==> config.mk <==
export PLATFORM = sky130hd
export DESIGN_NAME = sr_latch_driver_flat
export DESIGN_NICKNAME = d
export VERILOG_FILES = /design/src/rtl/sr_latch_driver_if.sv /design/src/rtl/sr_latch_driver.sv /design/src/flat_wrapper.sv
export SDC_FILE = /design/constraint.sdc
export NUM_CORES = 1
export LEC_CHECK = 0
export ABC_CLOCK_PERIOD_IN_PS = 2000
export CAP_MARGIN = 5
export CORE_AREA = 2 2 62 64
export CTS_BUF_LIST = sky130_fd_sc_hd__clkbuf_16
export DETAILED_ROUTE_END_ITERATION = 10
export DIE_AREA = 0 0 64 66
export SETUP_SLACK_MARGIN = 0.4
export SYNTH_ARGS = -nofsm -noshare
export SYNTH_HDL_FRONTEND = slang
export SYNTH_SLANG_ARGS = --single-unit
==> constraint.sdc <==
create_clock -name clk -period 2 [get_ports clk]
set_clock_uncertainty 0.2 [all_clocks]
set_input_delay 0.3 -clock clk [delete_from_list [all_inputs] [get_ports clk]]
set_output_delay 0.3 -clock clk [all_outputs]
set_load 0.05 [all_outputs]
==> src/rtl/sr_latch_driver_if.sv <==
// Request/drive bundle between the button front-end and the sr_latch driver.
// The driver block takes the slave view; whoever produces the raw buttons and
// consumes the latch drive takes the master view.
interface sr_latch_driver_if;
  logic set_btn;
  logic rst_btn;
  logic s;
  logic r;
  logic busy;
  logic conflict;
  logic q_exp;

  modport master (
    output set_btn,
    output rst_btn,
    input  s,
    input  r,
    input  busy,
    input  conflict,
    input  q_exp
  );

  modport slave (
    input  set_btn,
    input  rst_btn,
    output s,
    output r,
    output busy,
    output conflict,
    output q_exp
  );
endinterface

==> src/rtl/sr_latch_driver.sv <==
// Clocked front-end for an SR latch: synchronises and debounces two raw
// buttons, turns debounced rising edges into pending requests, and issues
// fixed-width, mutually exclusive s/r pulses followed by a mandatory quiet gap.
// Simultaneous pending requests are dropped and flagged as a conflict.
module sr_latch_driver #(
  parameter int DB_CYCLES = 4,
  parameter int PULSE_W   = 2,
  parameter int GAP_W     = 1
) (
  input  logic              clk,
  input  logic              rst_n,
  sr_latch_driver_if.slave  bus
);

  // Channel index 0 carries the set request, index 1 the reset request.
  localparam int CH_SET = 0;
  localparam int CH_RST = 1;

  // Terminal counts; counters are sized for the parameter maxima
  // (DB_CYCLES <= 255, PULSE_W/GAP_W <= 15) so they never wrap.
  localparam logic [7:0] DB_LAST    = 8'(DB_CYCLES - 1);
  localparam logic [3:0] PULSE_LAST = 4'(PULSE_W - 1);
  localparam logic [3:0] GAP_LAST   = 4'(GAP_W - 1);

  // FSM encoding.
  localparam logic [1:0] IDLE  = 2'd0;
  localparam logic [1:0] SET_P = 2'd1;
  localparam logic [1:0] RST_P = 2'd2;
  localparam logic [1:0] GAP   = 2'd3;

  logic [1:0]      raw_in;

  logic [1:0]      sync1_q, sync1_d;
  logic [1:0]      sync2_q, sync2_d;

  logic [1:0][7:0] db_cnt_q, db_cnt_d;
  logic [1:0]      db_level_q, db_level_d;
  logic [1:0]      db_prev_q, db_prev_d;
  logic [1:0]      db_rise;

  logic [1:0]      pend_q, pend_d;
  logic [1:0]      pend_clr;

  logic [1:0]      state_q, state_d;
  logic [3:0]      ph_cnt_q, ph_cnt_d;

  logic            s_q, s_d;
  logic            r_q, r_d;
  logic            busy_q, busy_d;
  logic            conflict_q, conflict_d;
  logic            q_exp_q, q_exp_d;

  assign raw_in = {bus.rst_btn, bus.set_btn};

  // Two-flop synchroniser per raw button; raw inputs are never used elsewhere.
  always_comb begin
    sync1_d = raw_in;
    sync2_d = sync1_q;
  end

  // Debounce: count consecutive cycles where the synchronised input disagrees
  // with the accepted level; accept the new level after DB_CYCLES such cycles.
  always_comb begin
    db_cnt_d   = db_cnt_q;
    db_level_d = db_level_q;
    for (int i = 0; i < 2; i++) begin
      if (sync2_q[i] == db_level_q[i]) begin
        db_cnt_d[i] = 8'd0;
      end else if (db_cnt_q[i] == DB_LAST) begin
        db_level_d[i] = sync2_q[i];
        db_cnt_d[i]   = 8'd0;
      end else begin
        db_cnt_d[i] = db_cnt_q[i] + 8'd1;
      end
    end
  end

  // Rising-edge detect on the debounced level, one cycle after it changes.
  always_comb begin
    db_prev_d = db_level_q;
    db_rise   = db_level_q & ~db_prev_q;
  end

  // Pending flags: a fresh rise always wins over a same-cycle consume so a
  // request arriving exactly as the previous one is taken is not lost.
  always_comb begin
    pend_d = db_rise | (pend_q & ~pend_clr);
  end

  // Pulse sequencer: IDLE arbitrates pending requests, SET_P/RST_P hold the
  // drive for PULSE_W cycles, GAP forces s=r=0 for GAP_W cycles.
  always_comb begin
    state_d    = state_q;
    ph_cnt_d   = ph_cnt_q;
    q_exp_d    = q_exp_q;
    conflict_d = 1'b0;
    pend_clr   = 2'b00;
    case (state_q)
      IDLE: begin
        ph_cnt_d = 4'd0;
        if (pend_q[CH_SET] && pend_q[CH_RST]) begin
          conflict_d = 1'b1;
          pend_clr   = 2'b11;
        end else if (pend_q[CH_SET]) begin
          state_d          = SET_P;
          pend_clr[CH_SET] = 1'b1;
        end else if (pend_q[CH_RST]) begin
          state_d          = RST_P;
          pend_clr[CH_RST] = 1'b1;
        end
      end
      SET_P, RST_P: begin
        if (ph_cnt_q == PULSE_LAST) begin
          state_d  = GAP;
          ph_cnt_d = 4'd0;
          q_exp_d  = (state_q == SET_P);
        end else begin
          ph_cnt_d = ph_cnt_q + 4'd1;
        end
      end
      GAP: begin
        if (ph_cnt_q == GAP_LAST) begin
          state_d  = IDLE;
          ph_cnt_d = 4'd0;
        end else begin
          ph_cnt_d = ph_cnt_q + 4'd1;
        end
      end
      default: begin
        state_d  = IDLE;
        ph_cnt_d = 4'd0;
      end
    endcase
  end

  // Output drive derived from the next state so s/r are registered and can
  // never both be high: each is a decode of a distinct state.
  always_comb begin
    s_d    = (state_d == SET_P);
    r_d    = (state_d == RST_P);
    busy_d = (state_d != IDLE);
  end

  // State registers; asynchronous reset drops s/r the moment rst_n falls.
  always_ff @(posedge clk or negedge rst_n) begin
    if (!rst_n) begin
      sync1_q    <= 2'b00;
      sync2_q    <= 2'b00;
      db_cnt_q   <= '0;
      db_level_q <= 2'b00;
      db_prev_q  <= 2'b00;
      pend_q     <= 2'b00;
      state_q    <= IDLE;
      ph_cnt_q   <= 4'd0;
      s_q        <= 1'b0;
      r_q        <= 1'b0;
      busy_q     <= 1'b0;
      conflict_q <= 1'b0;
      q_exp_q    <= 1'b0;
    end else begin
      sync1_q    <= sync1_d;
      sync2_q    <= sync2_d;
      db_cnt_q   <= db_cnt_d;
      db_level_q <= db_level_d;
      db_prev_q  <= db_prev_d;
      pend_q     <= pend_d;
      state_q    <= state_d;
      ph_cnt_q   <= ph_cnt_d;
      s_q        <= s_d;
      r_q        <= r_d;
      busy_q     <= busy_d;
      conflict_q <= conflict_d;
      q_exp_q    <= q_exp_d;
    end
  end

  assign bus.s        = s_q;
  assign bus.r        = r_q;
  assign bus.busy     = busy_q;
  assign bus.conflict = conflict_q;
  assign bus.q_exp    = q_exp_q;

endmodule

==> src/flat_wrapper.sv <==
// flat-port wrapper written by rule: the top's interface ports become plain ports
module sr_latch_driver_flat 
#(
  parameter int DB_CYCLES = 4,
  parameter int PULSE_W   = 2,
  parameter int GAP_W     = 1
)
  (clk, rst_n, bus_set_btn, bus_rst_btn, bus_s, bus_r, bus_busy, bus_conflict, bus_q_exp);
  sr_latch_driver_if bus_i ();
  input  logic clk;
  input  logic rst_n;
  input wire logic [$bits(bus_i.set_btn)-1:0] bus_set_btn;
  input wire logic [$bits(bus_i.rst_btn)-1:0] bus_rst_btn;
  output wire logic [$bits(bus_i.s)-1:0] bus_s;
  output wire logic [$bits(bus_i.r)-1:0] bus_r;
  output wire logic [$bits(bus_i.busy)-1:0] bus_busy;
  output wire logic [$bits(bus_i.conflict)-1:0] bus_conflict;
  output wire logic [$bits(bus_i.q_exp)-1:0] bus_q_exp;
  assign bus_i.set_btn = bus_set_btn;
  assign bus_i.rst_btn = bus_rst_btn;
  assign bus_s = bus_i.s;
  assign bus_r = bus_i.r;
  assign bus_busy = bus_i.busy;
  assign bus_conflict = bus_i.conflict;
  assign bus_q_exp = bus_i.q_exp;
  sr_latch_driver #(.DB_CYCLES(DB_CYCLES), .PULSE_W(PULSE_W), .GAP_W(GAP_W)) u_core (.clk(clk), .rst_n(rst_n), .bus(bus_i));
endmodule
; Yosys cells after proc, flatten, opt, wreduce, memory -nomap -nowiden
; Cells that the tools add are included.
[classes]
add_sub_neg = 3
n_eq_ne = 10
muxes = 20
n_bitwise = 7
reduce_logical = 8
[op_table]
columns = cell, count
row1 = 2-to-1 mux 8 bit, 4
row2 = "adder 8 x 1 -> 8 bit, second input constant", 2
row3 = "equality test 8 x 2 -> 1 bit, second input constant", 2
row4 = 2-to-1 mux 2 bit, 7
row5 = one-hot mux 4 bit (3 select lines), 1
row6 = 2-to-1 mux 4 bit, 2
row7 = "equality test 2 bit, second input constant", 3
row8 = one-hot mux 2 bit (3 select lines), 1
row9 = AND reduction 2 bit, 3
row10 = 2-to-1 mux 1 bit, 5
row11 = "adder 4 x 1 -> 4 bit, second input constant", 1
row12 = bitwise AND 2 bit, 2
row13 = "equality test 2 x 1 -> 1 bit, second input constant", 2
row14 = "equality test 4 x 1 -> 1 bit, second input constant", 1
row15 = zero test 4 bit, 1
row16 = NOT 2 bit, 2
row17 = equality test 1 bit, 2
row18 = zero test 2 bit, 1
row19 = NOT 1 bit, 2
row20 = OR 2 bit, 1
row21 = nonzero test 2 bit, 1
row22 = OR reduction 2 bit, 1
row23 = logical AND 1 bit, 1
[word_totals]
ff_bits = 37
in_bits = 4
output_inout_bits = 5
word_cells = 63

; Longest topological paths before layout
[logic_depth]
depth_word = 7
depth_mapped = 6
ltp_nobuf = 6

; Worst setup path before layout
; No wires, ideal clock.
[synth_timing]
path_kind = register -> register
start = reg u_core.state_q[0]
end = reg u_core.s_q, in the netlist u_core.bus.s
arrival_ps = 1537
slack_ps = 169
stages_incl_launch_ff = 6
path_buffers = 0
cell_sequence = dfrtp_1 -> inv_1 -> ha_1 -> nor4bb_2 -> or2_2 -> a221oi_2
[synth_via]
elab_chain_len = 5
[synth_lines]
columns = item, line
row1 = from (decl), sr_latch_driver.sv:44  ; logic [1:0] state_q, state_d;
row2 = from (signal assigned), sr_latch_driver.sv:167  ; state_q <= state_d;
row3 = 2-to-1 mux 2 bit, sr_latch_driver.sv:107  ; end else if (pend_q[CH_RST]) begin
row4 = 2-to-1 mux 2 bit, sr_latch_driver.sv:104  ; end else if (pend_q[CH_SET]) begin
row5 = 2-to-1 mux 2 bit, sr_latch_driver.sv:101  ; if (pend_q[CH_SET] && pend_q[CH_RST]) begin
row6 = one-hot mux 2 bit (3 select lines) *, sr_latch_driver.sv:98  ; case (state_q)
row7 = equality test 2 x 1 -> 1 bit *, sr_latch_driver.sv:139  ; s_d = (state_d == SET_P);
row8 = via u_core.s_d, sr_latch_driver.sv:47  ; logic s_q, s_d;
row9 = to (signal assigned), sr_latch_driver.sv:155  ; s_q <= 1'b0;
row10 = to (signal assigned), sr_latch_driver.sv:169  ; s_q <= s_d;
row11 = to (decl), sr_latch_driver.sv:47
; Mark *: on every way through the listed nets, which the timed path passes. The rest lies on a longest branch.
; A chain may end at the register's enable or synchronous reset.

; Worst setup path after layout
; Same ends and word-level chain as after synthesis.

==> qor.txt <==
Layout Nets -> 188
RSZ-0062 raised after global routing -> true
Crit path time final -> 1.74 ns
Worst Setup Slack, final -> 0.256 ns
Clock-pin slew on the worst setup and hold paths -> 0.05 ns
Reg2Reg Depth -> 6
Fin. Hold Viols -> 0
Post-Route WL -> 2920 um
Crit path capture type -> flip-flop
Status -> finished clean
First-pass GRT wire length -> 5040 um
CP cell instances -> inv_2 > ha_4 > nor4b_4 > buf_4 > nor3_4 > a221oi_2
Avg Cell Area, Syn -> 11.3 um^2
Post-route design area -> 2170 um^2
Hold depth -> 0
Pwr/cell area -> 1360 nW/um^2
CTS buffer count -> 5
Max Cap Viol -> 0
Final slew viol count -> 0
Max layer used -> met4
Wire length on met2 -> 1490 um
Initial Utilization -> 0.465
Via Count -> 1100
Routed Antenna Nets -> 0
FFs w/ async S/R, synth -> 1.00
Port Buffer Count -> 8
Footprint of the multi-input gates -> 797 um^2
Antenna cell count -> 0
Net Count, Synth -> 159
Skew-Pair Late Insertion Delay -> 0.28 ns
Routed len/inst -> 13.1 um
Crit path kind -> flip-flop to flip-flop
Share of cells above drive strength 1 -> 0.303
DRC viols -> 0
GRT Resource Usage Total -> 0.162
Setup TNS Final -> 0 ns
Dpl cell area -> 1830 um^2
Total I/O pin count -> 9
FMAX -> 573 MHz
Critical path arrival -> 1.73 ns
Gp weighted congestion -> 0.852
Fin Hold WS -> 0.151 ns
DIE AREA -> 4220 um^2
Hold crit path type -> flip-flop to flip-flop
Synth-to-layout area growth -> 31.2%
Top FF cell, synth -> dfrtp_1
TritonCTS clock tree -> built
Final setup violating endpoints -> 0
Longest Clk Path Bufs -> 2
WL met3 -> 111 um
Crit path max fanout -> 4
Least-Margin Pin Slew -> 0.476 ns
Core area -> 3550 um^2
Clk sink count -> 37
Setup crit start kind -> flip-flop
Netlist cell types -> 29
Leak pwr -> 0.979 nW
Period utilisation layout -> 0.872
Worst path slowest cell -> dfrtp_2
Initial antenna violation count -> 0
CP Data Required Time -> 1.99 ns
Storage element area -> 927 um^2
Largest stage delay, worst path -> 0.41 ns
DRT Pass-1 Iters -> 4
Fillers -> 283
Via density -> 4.93
Peak VDD IR -> 0.000592 V
Syn. warnings -> 0
Die width -> 64 um
Post-Syn Area -> 1650 um^2
Vias in the first global route -> 1126
Max-Slew Margin vs Limit -> 0.684
Synthesized instance count -> 146
Total chip power -> 2.95 mW
Rows -> 22
Root Driver -> clkbuf_16
Setup WS pre-CTS -> 0.113 ns
Iter 0 DRT Violations -> 49
Chip Height -> 66 um
Post-synth EDFFs -> 0
Global route overflow -> 0
HPWL Detailed -> 1930 um
Sequential share of the synthesized area -> 0.560
Synthesized flop and latch total -> 37
H-tree levels -> 2
Metal-1 WL -> 1260 um
Largest net degree at the start of global routing -> 24
metrics by stage:
stage | std cells | util
floorplan | 146 | -
global placement | 203 | 0.515
detailed placement | 203 | 0.515
CTS | 222 | 0.599
global route | 223 | 0.611
finish | 223 | 0.611
what timing repair did:
item | CTS | global route
hold endpoints to repair | 14 | 0
hold buffers | 1 | 0
setup buffers | 11 | 1
pin swaps | 9 | 5
resized for setup | 19 | 12
endpoints found under the setup margin | 21 | 27
cell families after synthesis:
family                     after synthesis  share of synthesized area
muxes                                    3                     0.0204
buffers and inverters                    9                     0.0204
DFF                                     37                      0.560
AOI/OAI and AO/OA                        9                     0.0416
adders and majority gates               11                     0.0802
and+or+nand+nor                         62                      0.198
xor gates and xnor gates                15                     0.0795
layout make-up:
| class | count | share of cell area |
|---|---|---|
| multi-input cells | 100 | 0.368 |
| clock inverters | 2 | 0.0162 |
| inverters | 9 | 0.0156 |
| flip-flops and latches | 37 | 0.428 |
| repair buffers | 22 | 0.0877 |
| well taps | 48 | 0.0277 |
| clock buffers | 5 | 0.0577 |
cells in the mapped netlist (2+ instances only):
cell	n	area [um^2]
dfrtp_1	37	926
nor2_1	20	75.1
nand2_1	11	41.3
nand3_1	10	50.1
ha_1	9	113
inv_1	9	33.8
xor2_1	8	70.1
xnor2_1	7	61.3
and3_1	5	31.3
and2_1	3	18.8
mux2_2	3	33.8
nor3_1	3	15.0
maj3_1	2	20.0
nor4b_1	2	17.5
o21ai_0	2	10.0
o22ai_1	2	12.5
power by group:
group          total, mW  switching [mW]  internal [mW]  leakage (nW)
Sequential          1.02           0.112          0.912         0.485
Combinational       1.06           0.555          0.505         0.414
Clock              0.864           0.286          0.578        0.0797
Total               2.95           0.953           1.99         0.979
worst max-delay path: cells and delay by family (launching register included):
| kind | cells | cell delay (ns) |
|---|---|---|
| and+or+nand+nor | 2 | 0.35 |
| adders and majority gates | 1 | 0.22 |
| buffers and inverters | 2 | 0.25 |
| DFF | 1 | 0.41 |
| AOI/OAI and AO/OA | 1 | 0.23 |
path summary, 6_finish.rpt:
kind	end	slack, ns	from
max	u_core.bus.s$_DFF_PN0_	0.26	u_core.state_q[0]$_DFF_PN0_
min	u_core.sync2_q[0]$_DFF_PN0_	0.15	u_core.sync1_q[0]$_DFF_PN0_
max reg2reg	u_core.bus.s$_DFF_PN0_	0.26	u_core.state_q[0]$_DFF_PN0_
min in group asynchronous	u_core.db_cnt_q[10]$_DFF_PN0_	0.25	rst_n
max in group asynchronous	u_core.state_q[0]$_DFF_PN0_	0.90	rst_n
min reg2reg	u_core.sync2_q[0]$_DFF_PN0_	0.15	u_core.sync1_q[0]$_DFF_PN0_
routing by layer:
metal,vias up,GRT usage
met2,23,0.272
met3,5,0.0579
met1,527,0.183
met4,0,0.0761
met5,-,0
li1,545,-
placed cells by master, fill, tap and decap left out, types with 3 or more instances in the layout:
| cell | synthesis | routed |
|---|---|---|
| inv_1 | 9 | 7 |
| ha_2 | 0 | 3 |
| nor2_1 | 20 | 16 |
| xor2_1 | 8 | 8 |
| clkbuf_16 | 0 | 5 |
| nor2_2 | 1 | 5 |
| buf_4 | 0 | 13 |
| nor3_1 | 3 | 3 |
| and3_1 | 5 | 5 |
| nand2_2 | 0 | 4 |
| nand2_1 | 11 | 7 |
| ha_1 | 9 | 4 |
| and2_1 | 3 | 3 |
| nand3_1 | 10 | 10 |
| xnor2_1 | 7 | 7 |
| dfrtp_1 | 37 | 36 |
sequential cells by signal, indices dropped and copies added (netlist names), 2 cells and up:
register,count
u_core.ph_cnt_q,4
u_core.db_prev_q,2
u_core.pend_q,2
u_core.db_level_q,2
u_core.sync2_q,2
u_core.sync1_q,2
u_core.state_q,2
u_core.db_cnt_q,16
(Power assumes the default switching activity.)
==> edit, RTL diff (same settings) <==
Reset style: synchronous (`rst_n`), changed in one clocked block. Comments in the files are not updated.
--- a/src/rtl/sr_latch_driver.sv
+++ b/src/rtl/sr_latch_driver.sv
@@ -143,5 +143,5 @@
 
   // State registers; asynchronous reset drops s/r the moment rst_n falls.
-  always_ff @(posedge clk or negedge rst_n) begin
+  always_ff @(posedge clk) begin
     if (!rst_n) begin
       sync1_q    <= 2'b00;
Formal check against the unedited RTL: differs if rst_n is asserted again (counterexample within 10 cycles, from zero or initial values and one cycle with rst_n low); with rst_n held inactive, the same outputs for 10 cycles.
==> edit against the original RTL <==
Core utilization is 6.0 points lower. Design area is 9.8% lower. Fmax is 1.6% lower. Sequential share of layout area is 4.5 points lower. Synthesized area is 6.1% lower. Highest routed layer unchanged. Wire length is 11% lower. Worst setup slack worse by 0.028 ns. Die area stayed put. Critical path depth stayed put. Synthesized cell count is 12% higher. First-iteration DRC count is 29% higher. Sequential cell count stayed put.
Power is not compared: it rests on default switching activity, and its combinational part moved more than twofold at a synthesized area within 25%.
==> edit: results (changes against the original RTL) <==
\begin{tabular}{lr}
\hline
Metric & Value \\
\hline
\multicolumn{2}{l}{\textbf{Place}} \\
\quad GPL Wtd Cong & 0.774 (was 0.852) \\
\quad Post-detailed-placement half-perimeter wirelength & 1740 um (was 1930 um) \\
\quad Placed cell count & 219 (was 203) \\
\multicolumn{2}{l}{\textbf{Cells and area}} \\
\quad Fraction of layout instances using a drive strength above 1 & 19.7\% (was 30.3\%) \\
\quad Final Instance Count excl. Fillers & 231 (was 223) \\
\quad Net total in the final layout & 196 (was 188) \\
\quad Filler Cells Inserted & 335 (was 283) \\
\multicolumn{2}{l}{\textbf{Global routing}} \\
\quad Global-route wire length before repair & 4540 um (was 5040 um) \\
\quad Tot GR Track Use & 14.3\% (was 16.2\%) \\
\quad Pin count of the biggest net entering global routing & 11 (was 24) \\
\multicolumn{2}{l}{\textbf{Yosys}} \\
\quad Commonest cells in the synthesized netlist & dfxtp\_1, nor2\_1, nand3\_1 (was dfrtp\_1, nor2\_1, nand2\_1) \\
\quad Share of the yosys chip area belonging to registers & 47.7\% (was 56.0\%) \\
\quad Distinct cell type count after synthesis & 32 (was 29) \\
\quad Proportion of synthesized flip-flops having asynchronous set or reset & 0\% (was 100\%) \\
\quad Most area-consuming cells after synthesis & dfxtp\_1, xor2\_1, ha\_1 (was dfrtp\_1, ha\_1, nor2\_1) \\
\quad Post-Syn Area per Cell & 9.53 um\^{}2 (was 11.3 um\^{}2) \\
\multicolumn{2}{l}{\textbf{Drt}} \\
\quad Via total after detailed routing & 1105 (was 1100) \\
\quad Iter 0 DRT Violations & 63 (was 49) \\
\multicolumn{2}{l}{\textbf{Min path}} \\
\quad Hold Path Stages & 1 (was 0) \\
\quad Destination of the worst hold path & u\_core.sync2\_q[1] (was u\_core.sync2\_q[0]) \\
\quad Hold path startpoint & u\_core.sync1\_q[1] (was u\_core.sync1\_q[0]) \\
\multicolumn{2}{l}{\textbf{Timing}} \\
\quad Worst-margin pin slew & 0.476 ns (about the same) \\
\quad Hold Worst Slack & 0.239 ns (was 0.151 ns) \\
\multicolumn{2}{l}{\textbf{Worst setup path}} \\
\quad Capture instance of the worst register-to-register path & u\_core.bus.busy (was u\_core.bus.s) \\
\quad Reg-to-reg critical path startpoint & u\_core.state\_q[1] (was u\_core.state\_q[0]) \\
\quad Critical Path Max Stage Delay & 0.34 ns (was 0.41 ns) \\
\quad Flop-to-flop setup slack & 0.23 ns (was 0.26 ns) \\
\multicolumn{2}{l}{\textbf{Status}} \\
\quad Outcome & finished, final reports clean (unchanged) \\
\hline
\end{tabular}
## edit: final cells by class
type | count | area (um^2) | share of cell area, %
inverters | 12 | 47.5 | 2.43
clock inverters | 2 | 7.51 | 0.384
repair buffers | 15 | 118 | 6.01
clock buffers | 5 | 125 | 6.39
flip-flops and latches | 37 | 748 | 38.2
well taps | 48 | 60.1 | 3.07
multi-input cells | 112 | 851 | 43.5
## edit: worst max-delay path by stage
stage,from,endpoint,slack [ns],cells past startpoint
global route,u_core.state_q[1],u_core.bus.busy,0.18,6
global placement,u_core.state_q[0],u_core.bus.busy,0.24,6
detailed placement,u_core.state_q[0],u_core.bus.s,0.19,6
finish,u_core.state_q[1],u_core.bus.busy,0.23,6
floorplan,u_core.state_q[1],u_core.bus.busy,0.29,6
CTS,u_core.state_q[0],u_core.bus.busy,0.25,6
## edit: routing by layer
layer / global-route usage [%] / vias to the layer above / share of wire, %
li1: - / 576 / -
met1: 15.8 / 511 / 45
met2: 23.4 / 11 / 49
met3: 4.26 / 7 / 2.9
met4: 10.1 / 0 / 2.6
met5: 0 / - / 0
## edit: report_power, final
group | switching, mW | internal (mW) | total [mW]
clock | 0.270 | 0.445 | 0.715
combinational | 0.0117 | 0.0131 | 0.0248
sequential | 0.00314 | 0.741 | 0.745
## edit: logic make-up after synthesis
group           share of synthesized area (%)
xor+xnor                                 9.03
fa+ha+maj                                7.25
compound gates                           6.20
simple gates                             25.1
flops                                    47.7
buf+inv                                  3.38
mux                                      1.29
## edit: what timing repair did
action,CTS,global route
hold endpoints to repair,0,0
gates resized for setup,18,14
gates cloned,0,0
pin swaps,5,7
buffers inserted,4,1
endpoints found under the setup margin,21,22
## edit: per-stage QoR
step	setup WS [ns]	cell area, um^2	power (mW)
finish	0.228	1960	1.48
detailed placement	0.187	1720	0.785
floorplan	0.289	1580	0.773
CTS	0.251	1920	1.50
global route	0.179	1960	1.55
global placement	0.236	1720	0.784
